==> src/rtl/huffman_frame_arbiter.sv <==
// -----------------------------------------------------------------------------
// huffman_frame_arbiter
//
// Shares a single huffman_encoder between two byte-stream sources. Ownership
// changes only at frame boundaries. A frame is granted round-robin and its bytes
// are forwarded to the encoder. The arbiter then waits until every code for that
// frame has returned before it arbitrates again. Because of this, every code
// coming back from the encoder belongs to the current grant. Each code is tagged
// with the owning channel, and the frame's final code is flagged.
//
// Parameters
//   MAX_OUTST  maximum bytes accepted by the encoder whose codes have not yet
//              returned (>= 1)
//   OUTST_W    width of the outstanding-byte counter; must be able to hold
//              MAX_OUTST
//
// Ports
//   clk, rst_n                    clock (rising edge), async active-low reset
//   s0_data/valid/last, s0_ready  channel 0 byte stream; ready = accepted now
//   s1_data/valid/last, s1_ready  channel 1 byte stream
//   enc_enable                    encoder enable (high whenever not IDLE)
//   enc_in_enable, enc_data_in    byte offered to the encoder
//   enc_in_ready                  encoder takes the offered byte this cycle
//   enc_out_valid, enc_data_out   one-cycle code return from the encoder
//   m_data, m_valid, m_ch, m_last registered tagged code output (1-cycle pulse)
//   busy                          arbiter is not IDLE
//   err_spurious                  sticky: a code arrived with nothing pending
// -----------------------------------------------------------------------------
module huffman_frame_arbiter #(
  parameter int MAX_OUTST = 8,
  parameter int OUTST_W   = 4
) (
  input  logic        clk,
  input  logic        rst_n,
  input  logic [7:0]  s0_data,
  input  logic        s0_valid,
  input  logic        s0_last,
  output logic        s0_ready,
  input  logic [7:0]  s1_data,
  input  logic        s1_valid,
  input  logic        s1_last,
  output logic        s1_ready,
  output logic        enc_enable,
  output logic        enc_in_enable,
  output logic [7:0]  enc_data_in,
  input  logic        enc_in_ready,
  input  logic        enc_out_valid,
  input  logic [15:0] enc_data_out,
  output logic [15:0] m_data,
  output logic        m_valid,
  output logic        m_ch,
  output logic        m_last,
  output logic        busy,
  output logic        err_spurious
);

  typedef enum logic [1:0] {
    ST_IDLE  = 2'd0,
    ST_GRANT = 2'd1,
    ST_FEED  = 2'd2,
    ST_DRAIN = 2'd3
  } state_t;

  localparam logic [OUTST_W-1:0] OUTST_MAX_C  = OUTST_W'(MAX_OUTST);
  localparam logic [OUTST_W-1:0] OUTST_ONE_C  = OUTST_W'(1);
  localparam logic [OUTST_W-1:0] OUTST_ZERO_C = OUTST_W'(0);

  state_t             state_r;
  state_t             state_nxt_s;
  logic               gnt_r;
  logic               last_gnt_r;
  logic [OUTST_W-1:0] outst_r;

  logic               any_valid_s;
  logic               pick_s;
  logic               g_valid_s;
  logic               g_last_s;
  logic [7:0]         g_data_s;
  logic               room_s;
  logic               offer_s;
  logic               accept_s;
  logic               code_ok_s;
  logic               spurious_s;
  logic               final_code_s;

  logic [15:0]        m_data_r;
  logic               m_valid_r;
  logic               m_ch_r;
  logic               m_last_r;
  logic               err_spurious_r;

  // Round-robin choice: prefer the channel that did not own the previous frame.
  always_comb begin
    any_valid_s = s0_valid | s1_valid;
    if (last_gnt_r == 1'b0) begin
      pick_s = s1_valid ? 1'b1 : 1'b0;
    end else begin
      pick_s = s0_valid ? 1'b0 : 1'b1;
    end
  end

  // Mux the granted channel's byte stream.
  always_comb begin
    if (gnt_r == 1'b1) begin
      g_valid_s = s1_valid;
      g_last_s  = s1_last;
      g_data_s  = s1_data;
    end else begin
      g_valid_s = s0_valid;
      g_last_s  = s0_last;
      g_data_s  = s0_data;
    end
  end

  // Byte handshake and code bookkeeping qualifiers.
  always_comb begin
    // Room is judged on the registered count, so a code returning in the same
    // cycle does not open a slot until the next cycle.
    room_s       = (outst_r < OUTST_MAX_C);
    offer_s      = (state_r == ST_FEED) & g_valid_s & room_s;
    accept_s     = offer_s & enc_in_ready;
    code_ok_s    = enc_out_valid & (outst_r != OUTST_ZERO_C);
    spurious_s   = enc_out_valid & (outst_r == OUTST_ZERO_C);
    // In DRAIN, no more bytes can join the frame, so the last pending code is
    // the frame's final code.
    final_code_s = code_ok_s & (state_r == ST_DRAIN) & (outst_r == OUTST_ONE_C);
  end

  // FSM state register.
  always_ff @(posedge clk or negedge rst_n) begin
    if (!rst_n) begin
      state_r <= ST_IDLE;
    end else begin
      state_r <= state_nxt_s;
    end
  end

  // FSM next-state logic.
  always_comb begin
    state_nxt_s = state_r;
    case (state_r)
      ST_IDLE: begin
        if (any_valid_s) begin
          state_nxt_s = ST_GRANT;
        end else begin
          state_nxt_s = ST_IDLE;
        end
      end
      ST_GRANT: begin
        state_nxt_s = ST_FEED;
      end
      ST_FEED: begin
        if (accept_s && g_last_s) begin
          state_nxt_s = ST_DRAIN;
        end else begin
          state_nxt_s = ST_FEED;
        end
      end
      ST_DRAIN: begin
        if (code_ok_s && (outst_r == OUTST_ONE_C)) begin
          state_nxt_s = ST_IDLE;
        end else begin
          state_nxt_s = ST_DRAIN;
        end
      end
      default: begin
        state_nxt_s = ST_IDLE;
      end
    endcase
  end

  // FSM outputs: encoder control and per-channel ready.
  always_comb begin
    enc_enable    = 1'b0;
    enc_in_enable = 1'b0;
    enc_data_in   = 8'h00;
    s0_ready      = 1'b0;
    s1_ready      = 1'b0;
    busy          = 1'b0;
    case (state_r)
      ST_IDLE: begin
        enc_enable = 1'b0;
        busy       = 1'b0;
      end
      ST_GRANT: begin
        enc_enable = 1'b1;
        busy       = 1'b1;
      end
      ST_FEED: begin
        enc_enable    = 1'b1;
        busy          = 1'b1;
        enc_in_enable = offer_s;
        enc_data_in   = g_data_s;
        s0_ready      = accept_s & ~gnt_r;
        s1_ready      = accept_s & gnt_r;
      end
      ST_DRAIN: begin
        enc_enable = 1'b1;
        busy       = 1'b1;
      end
      default: begin
        enc_enable = 1'b0;
        busy       = 1'b0;
      end
    endcase
  end

  // Grant latch: updated only when IDLE arbitration selects a frame.
  always_ff @(posedge clk or negedge rst_n) begin
    if (!rst_n) begin
      gnt_r      <= 1'b0;
      last_gnt_r <= 1'b1;
    end else if ((state_r == ST_IDLE) && any_valid_s) begin
      gnt_r      <= pick_s;
      last_gnt_r <= pick_s;
    end else begin
      gnt_r      <= gnt_r;
      last_gnt_r <= last_gnt_r;
    end
  end

  // Outstanding-byte counter: bytes accepted by the encoder whose codes are still pending.
  always_ff @(posedge clk or negedge rst_n) begin
    if (!rst_n) begin
      outst_r <= OUTST_ZERO_C;
    end else begin
      case ({accept_s, code_ok_s})
        2'b10:   outst_r <= outst_r + OUTST_ONE_C;
        2'b01:   outst_r <= outst_r - OUTST_ONE_C;
        default: outst_r <= outst_r;
      endcase
    end
  end

  // Registered code output, tagged with owner and end-of-frame.
  always_ff @(posedge clk or negedge rst_n) begin
    if (!rst_n) begin
      m_data_r  <= 16'h0000;
      m_valid_r <= 1'b0;
      m_ch_r    <= 1'b0;
      m_last_r  <= 1'b0;
    end else if (code_ok_s) begin
      m_data_r  <= enc_data_out;
      m_valid_r <= 1'b1;
      m_ch_r    <= gnt_r;
      m_last_r  <= final_code_s;
    end else begin
      m_data_r  <= m_data_r;
      m_valid_r <= 1'b0;
      m_ch_r    <= m_ch_r;
      m_last_r  <= 1'b0;
    end
  end

  // Sticky flag for a code that no accepted byte accounts for.
  always_ff @(posedge clk or negedge rst_n) begin
    if (!rst_n) begin
      err_spurious_r <= 1'b0;
    end else begin
      err_spurious_r <= err_spurious_r | spurious_s;
    end
  end

  assign m_data       = m_data_r;
  assign m_valid      = m_valid_r;
  assign m_ch         = m_ch_r;
  assign m_last       = m_last_r;
  assign err_spurious = err_spurious_r;

endmodule

==> config.mk <==
export PLATFORM = sky130hd
export DESIGN_NAME = huffman_frame_arbiter
export DESIGN_NICKNAME = d
export VERILOG_FILES = /design/src/rtl/huffman_frame_arbiter.sv
export SDC_FILE = /design/constraint.sdc
export NUM_CORES = 1
export LEC_CHECK = 0
export CAP_MARGIN = 20
export CORE_ASPECT_RATIO = 1.75
export CORE_MARGIN = 2
export CORE_UTILIZATION = 40
export CTS_CLUSTER_SIZE = 10
export DETAILED_ROUTE_END_ITERATION = 8
export PLACE_DENSITY = 0.87
export SLEW_MARGIN = 25
export SYNTH_ARGS = -nofsm -noshare
export SYNTH_HDL_FRONTEND = slang
export SYNTH_SLANG_ARGS = --single-unit
==> constraint.sdc <==
create_clock -name clk -period 3.4 [get_ports clk]
set_clock_uncertainty 0.15 [all_clocks]
set_input_delay 0.51 -clock clk [delete_from_list [all_inputs] [get_ports clk]]
set_output_delay 0.51 -clock clk [all_outputs]
set_load 0.05 [all_outputs]
# --- Yosys cells after proc, flatten, opt, wreduce, memory -nomap -nowiden ---
# Index checks and enable logic that the tools add are counted.
totals:
  wordCells: 56
  regBits: 28
  input_bits: 40
op_classes:
  reduce_logical: 8
  n_lt_le_gt_ge: 1
  n_addsub: 2
  mux: 18
  bitwise: 12
  eq_ne: 6
ops:
  columns: ["cell", "count"]
  rows:
  - ["8-bit two-way mux", 2]
  - ["1-bit two-way mux", 12]
  - ["1-bit bitwise AND", 9]
  - ["2-bit one-hot mux with 4 select lines", 1]
  - ["4-bit one-hot mux with 2 select lines", 1]
  - ["2-bit equality test (second input constant)", 3]
  - ["4-bit by 1-bit adder with 4-bit output (second input constant)", 1]
  - ["2-bit by 1-bit equality test with 1-bit output (second input constant)", 2]
  - ["4-bit by 1-bit equality test with 1-bit output (second input constant)", 1]
  - ["4-bit zero test", 1]
  - ["4-bit < comparator (second input constant)", 1]
  - ["4-bit nonzero test", 1]
  - ["4-bit by 1-bit subtractor with 4-bit output (second input constant)", 1]
  - ["1-bit logical AND", 3]
  - ["3-bit OR reduction", 1]
  - ["2-bit zero test", 1]
  - ["2-bit two-way mux", 1]
  - ["1-bit OR", 2]
  - ["1-bit one-hot mux with 2 select lines", 1]
  - ["2-bit nonzero test", 1]
  - ["1-bit NOT", 1]

# --- Longest topological paths before layout ---
# Gate-level depths: netlist of run 1.
depth:
  word_depth: 7
  ltp_mapped: 10

# --- Worst setup path after synthesis of run 1 ---
# No wires, ideal clock.
synth_timing:
  path_type: "register to output"
  start: "register state_r[0]"
  end: "output s1_ready"
  path_buffers: 1
  path_stages_with_launch: 5
  path_slack_ns: 0.353
  arrival_time_ns: 2.387
  cell_sequence: "dfrtp_1 nand2b_1 buf_2 nor3_1 and3_1"
synth_via:
  elab_chain_len: 6
synth_lines:
  columns: ["element", "line", "rtl"]
  rows:
  - ["from (decl)", "68", "state_t state_r;"]
  - ["from (signal assigned)", "134", "state_r <= state_nxt_s;"]
  - ["2-bit equality test *", "120, 180", null]
  - ["1-bit bitwise AND (2 in series)", "120", "offer_s = (state_r == ST_FEED) & g_valid_s & room_s;"]
  - ["1-bit bitwise AND", "121", "accept_s = offer_s & enc_in_ready;"]
  - ["1-bit bitwise AND", "195", "s1_ready = accept_s & gnt_r;"]
  - ["1-bit two-way mux *", "180", "case (state_r)"]
  - ["to (decl)", "42", "output logic s1_ready,"]
# Mark *: on every way between the ends. The rest lies on a longest branch, timed or not.

# --- Worst setup path in the final report of run 1 ---
layout_timing:
  start: "register gnt_r"
  end: "output enc_in_enable"
layout_via:
  elab_chain_len: 4
layout_lines:
  columns: ["element", "line", "rtl"]
  rows:
  - ["from (decl)", "70", "logic gnt_r;"]
  - ["from (signal assigned)", "214", "gnt_r <= pick_s;"]
  - ["from (signal assigned)", "217", "gnt_r <= gnt_r;"]
  - ["1-bit two-way mux", "104", "if (gnt_r == 1'b1) begin"]
  - ["1-bit bitwise AND (2 in series)", "120", null]
  - ["1-bit two-way mux", "180", null]
  - ["to (decl)", "44", "output logic enc_in_enable,"]
# No other way between the ends.

==> flow_metrics.py, run 1 <==
metrics = {
    "die": {
        "rows": 28,
        "start_util_pct": 41.6,
        "die_x_um": 48.7,
        "core-area_sq_mm": 0.00336,
        "die_area_sq_mm": 0.00401,
        "die_y_um": 82.3,
        "io_pins": 73,
    },
    "final_layout": {
        "diodes": 0,
        "drive_above_1_share_pct": 16.5,
        "nets": 227,
        "syn2layout_area_growth_pct": 57.3,
    },
    "run_status": {
        "status": "finished, final reports clean",
    },
    "routing": {
        "ant_nets": 0,
        "drtPass1Iterations": 3,
        "routedWlPerCell_um": 15.0,
        "drt_iter0_drc": 13,
        "avgViaCountPerCell": 5.03,
        "num_vias": 1142,
        "totalWireLength_um": 3410,
        "drc": 0,
    },
    "clock_network": {
        "h-tree-depth": 1,
        "postCtsSetupBuffers": 0,
        "clk-insertion-delay-late_ns": 0.28,
        "cts_buffers": 3,
        "clk_path_buf_depth": 2,
        "ctsRootBufferMaster": "clkbuf_8",
        "path_clk_slew_ns": 0.10,
        "ctsResizeCount": 0,
        "cts_tree": "yes",
        "postCtsHoldBufs": 0,
        "clock_sinks": 28,
    },
    "global_routing": {
        "grt_pass1_wl_um": 5550,
        "grt_max_degree": 29,
        "track_usage_pct": 18.5,
        "antenna_found_initial": 0,
        "overflow": 0,
        "grt_pass1_vias": 1239,
    },
    "synth": {
        "netlist_area_sq_mm": 0.00140,
        "synth_compound_area_share_pct": 5.45,
        "yosysSeqAreaShare_pct": 50.1,
        "synth.avg_cell_area_sq_um": 12.7,
        "yosysUniqueCellTypes": 29,
        "synth_top_family_by_area": "multiplexers",
        "synthesis.nets": 154,
        "synth_fa_ha_area_share_pct": 3.57,
        "synthSimpleGateAreaFrac_pct": 9.83,
        "synth_mux_area_share_pct": 23.9,
        "ys_ff_latch": 28,
        "yosys_warnings": 0,
        "synth_xor_area_share_pct": 2.50,
        "syn_inst": 110,
    },
    "timing": {
        "finalCritPeriodShare_pct": 87.2,
        "drv_slew": 0,
        "relSlewSlack_pct": 52.9,
        "period_minus_slack_ns": 2.96,
        "fmax_mhz": 337,
        "worstMarginPinSlew_ns": 0.705,
        "setup_viol": 0,
        "fin_tns_setup_ns": 0,
        "hold_viol_final": 0,
        "rsz0062_at_grt": "false",
    },
    "critical_path": {
        "cp.required_ns": 2.74,
        "cp_slowest_cell": "clkdlybuf4s50_1",
        "crit_family": "buffers and inverters",
        "cp_num_buf_inv": 1,
        "start_kind": "flop",
        "crit_chain": "mux2i_1 -> nor3_1 -> clkdlybuf4s50_1",
        "crit_path_end_kind": "output pin",
        "slowest_delay_ns": 0.86,
        "r2r-start": "outst_r[0]",
        "startpoint": "gnt_r",
        "cp_max_fo": 14,
        "cp.arrival_ns": 2.30,
        "critPathKind": "reg2out",
    },
    "worst_hold_path": {
        "hold_path_class": "reg2reg",
        "hold_path.startpoint": "err_spurious",
    },
    "run": {
        "drv_cap": 0,
    },
    "power_and_ir_drop": {
        "p_total_uw": 1950,
        "power_density_mw_per_mm2": 888,
        "leakage_uw": 0.000936,
        "peakVddDrop_mv": 0.845,
    },
    "placement": {
        "portBuffers": 72,
        "gp_congestion": 0.720,
        "hpwlAfterDp_um": 2780,
    },
}
-- placed cells by master, fill, tap and decap left out, drive strengths merged --
cell	netlist	final
or2	1	1
mux2i	11	11
dfrtp	27	27
nand2b	1	1
xnor2	2	2
clkbuf	0	4
ha	4	4
clkdlybuf4s50	0	70
o221ai	1	1
mux2	17	17
o21ai	3	3
xor2	2	2
nor2	13	13
nor4	1	1
and3	1	1
buf	5	3
nand4b	1	1
nor3	2	2
a31o	1	1
a31oi	1	1
a21oi	2	2
inv	5	5
nand2	5	5
or4b	2	2
dfstp	1	1
a32o	1	1
-- power by group --
part	internal (uW)	switching (uW)
clock	104	105
combinational	469	708
sequential	452	116
-- kinds of logic after synthesis --
family | after synthesis
xor+xnor | 4
flops | 28
buf+inv | 10
fa+ha+maj | 4
simple gates | 27
compound gates | 9
mux | 28
-- metrics by stage --
step | hold WS (ns) | cells | setup slack, ns | cell area, sq um | util (%)
floorplan | 0.0644 | 110 | 0.353 | 1400 | -
global placement | 0.310 | 223 | 0.509 | 2150 | 63.8
detailed placement | 0.309 | 223 | 0.452 | 2150 | 63.8
CTS | 0.330 | 227 | 0.395 | 2200 | 65.5
global route | 0.361 | 227 | 0.320 | 2200 | 65.5
finish | 0.322 | 227 | 0.436 | 2200 | 65.5
-- Yosys cell counts --
library cell  instances  share of area (%)
nor4_1                1               0.45
buf_4                 2                1.1
or4b_1                1               0.71
mux2_2                8                6.4
o221ai_2              1                1.1
a32o_1                1               0.71
nand4b_1              1               0.63
or2_4                 1               0.63
mux2i_1              11                7.9
a31oi_1               1               0.45
o21ai_4               1                1.2
a21oi_1               2               0.71
nand2b_1              1               0.45
xor2_1                2                1.3
a31o_2                1               0.63
mux2_4                9                9.7
dfstp_2               1                1.9
and3_1                1               0.45
dfrtp_1              27                 48
nor3_1                2               0.71
or4b_4                1               0.98
buf_12                1                1.4
ha_1                  4                3.6
buf_2                 2               0.71
nand2_1               5                1.3
xnor2_1               2                1.3
o21ai_0               2               0.71
inv_1                 5                1.3
nor2_1               13                3.5
-- routing by layer --
metal	share of wire, %	GRT usage (%)	routed length, um
met2	56	36.7	1920
met3	6.2	3.06	213
met1	35	18.1	1200
met5	0	0	0
met4	2.3	10.0	79
-- final timing paths --
check                           slack (ns)  cells after the start             to
worst max-delay path                  0.44                      3  enc_in_enable
worst max register to register        0.72                      9     outst_r[3]
worst min-delay path                  0.32                      1   err_spurious
min in group asynchronous             0.45                      2     m_data[15]
worst min register to register        0.32                      1   err_spurious
max in group asynchronous             2.34                      2     last_gnt_r
-- sequential cells by signal, summed over array words and instances (netlist names) --
name	count
m_ch	1
m_last	1
last_gnt_r	1
outst_r	4
err_spurious	1
m_data	16
m_valid	1
state_r	2
gnt_r	1
-- cell type report --
| type | count | area (sq um) |
|---|---|---|
| clock buffers | 4 | 55.1 |
| fillers | 284 | 1160 |
| inverters | 5 | 18.8 |
| multi-input cells | 72 | 634 |
| flip-flops and latches | 28 | 702 |
| well taps | 45 | 56.3 |
| repair buffers | 73 | 736 |
Power figures use the tool's default switching activity.
==> run 2, diff against run 1 <==
Settings changed: ABC_AREA set to 0.
==> results of run 2 <==
The final DEF is identical to that of run 1; final timing and power are the same.
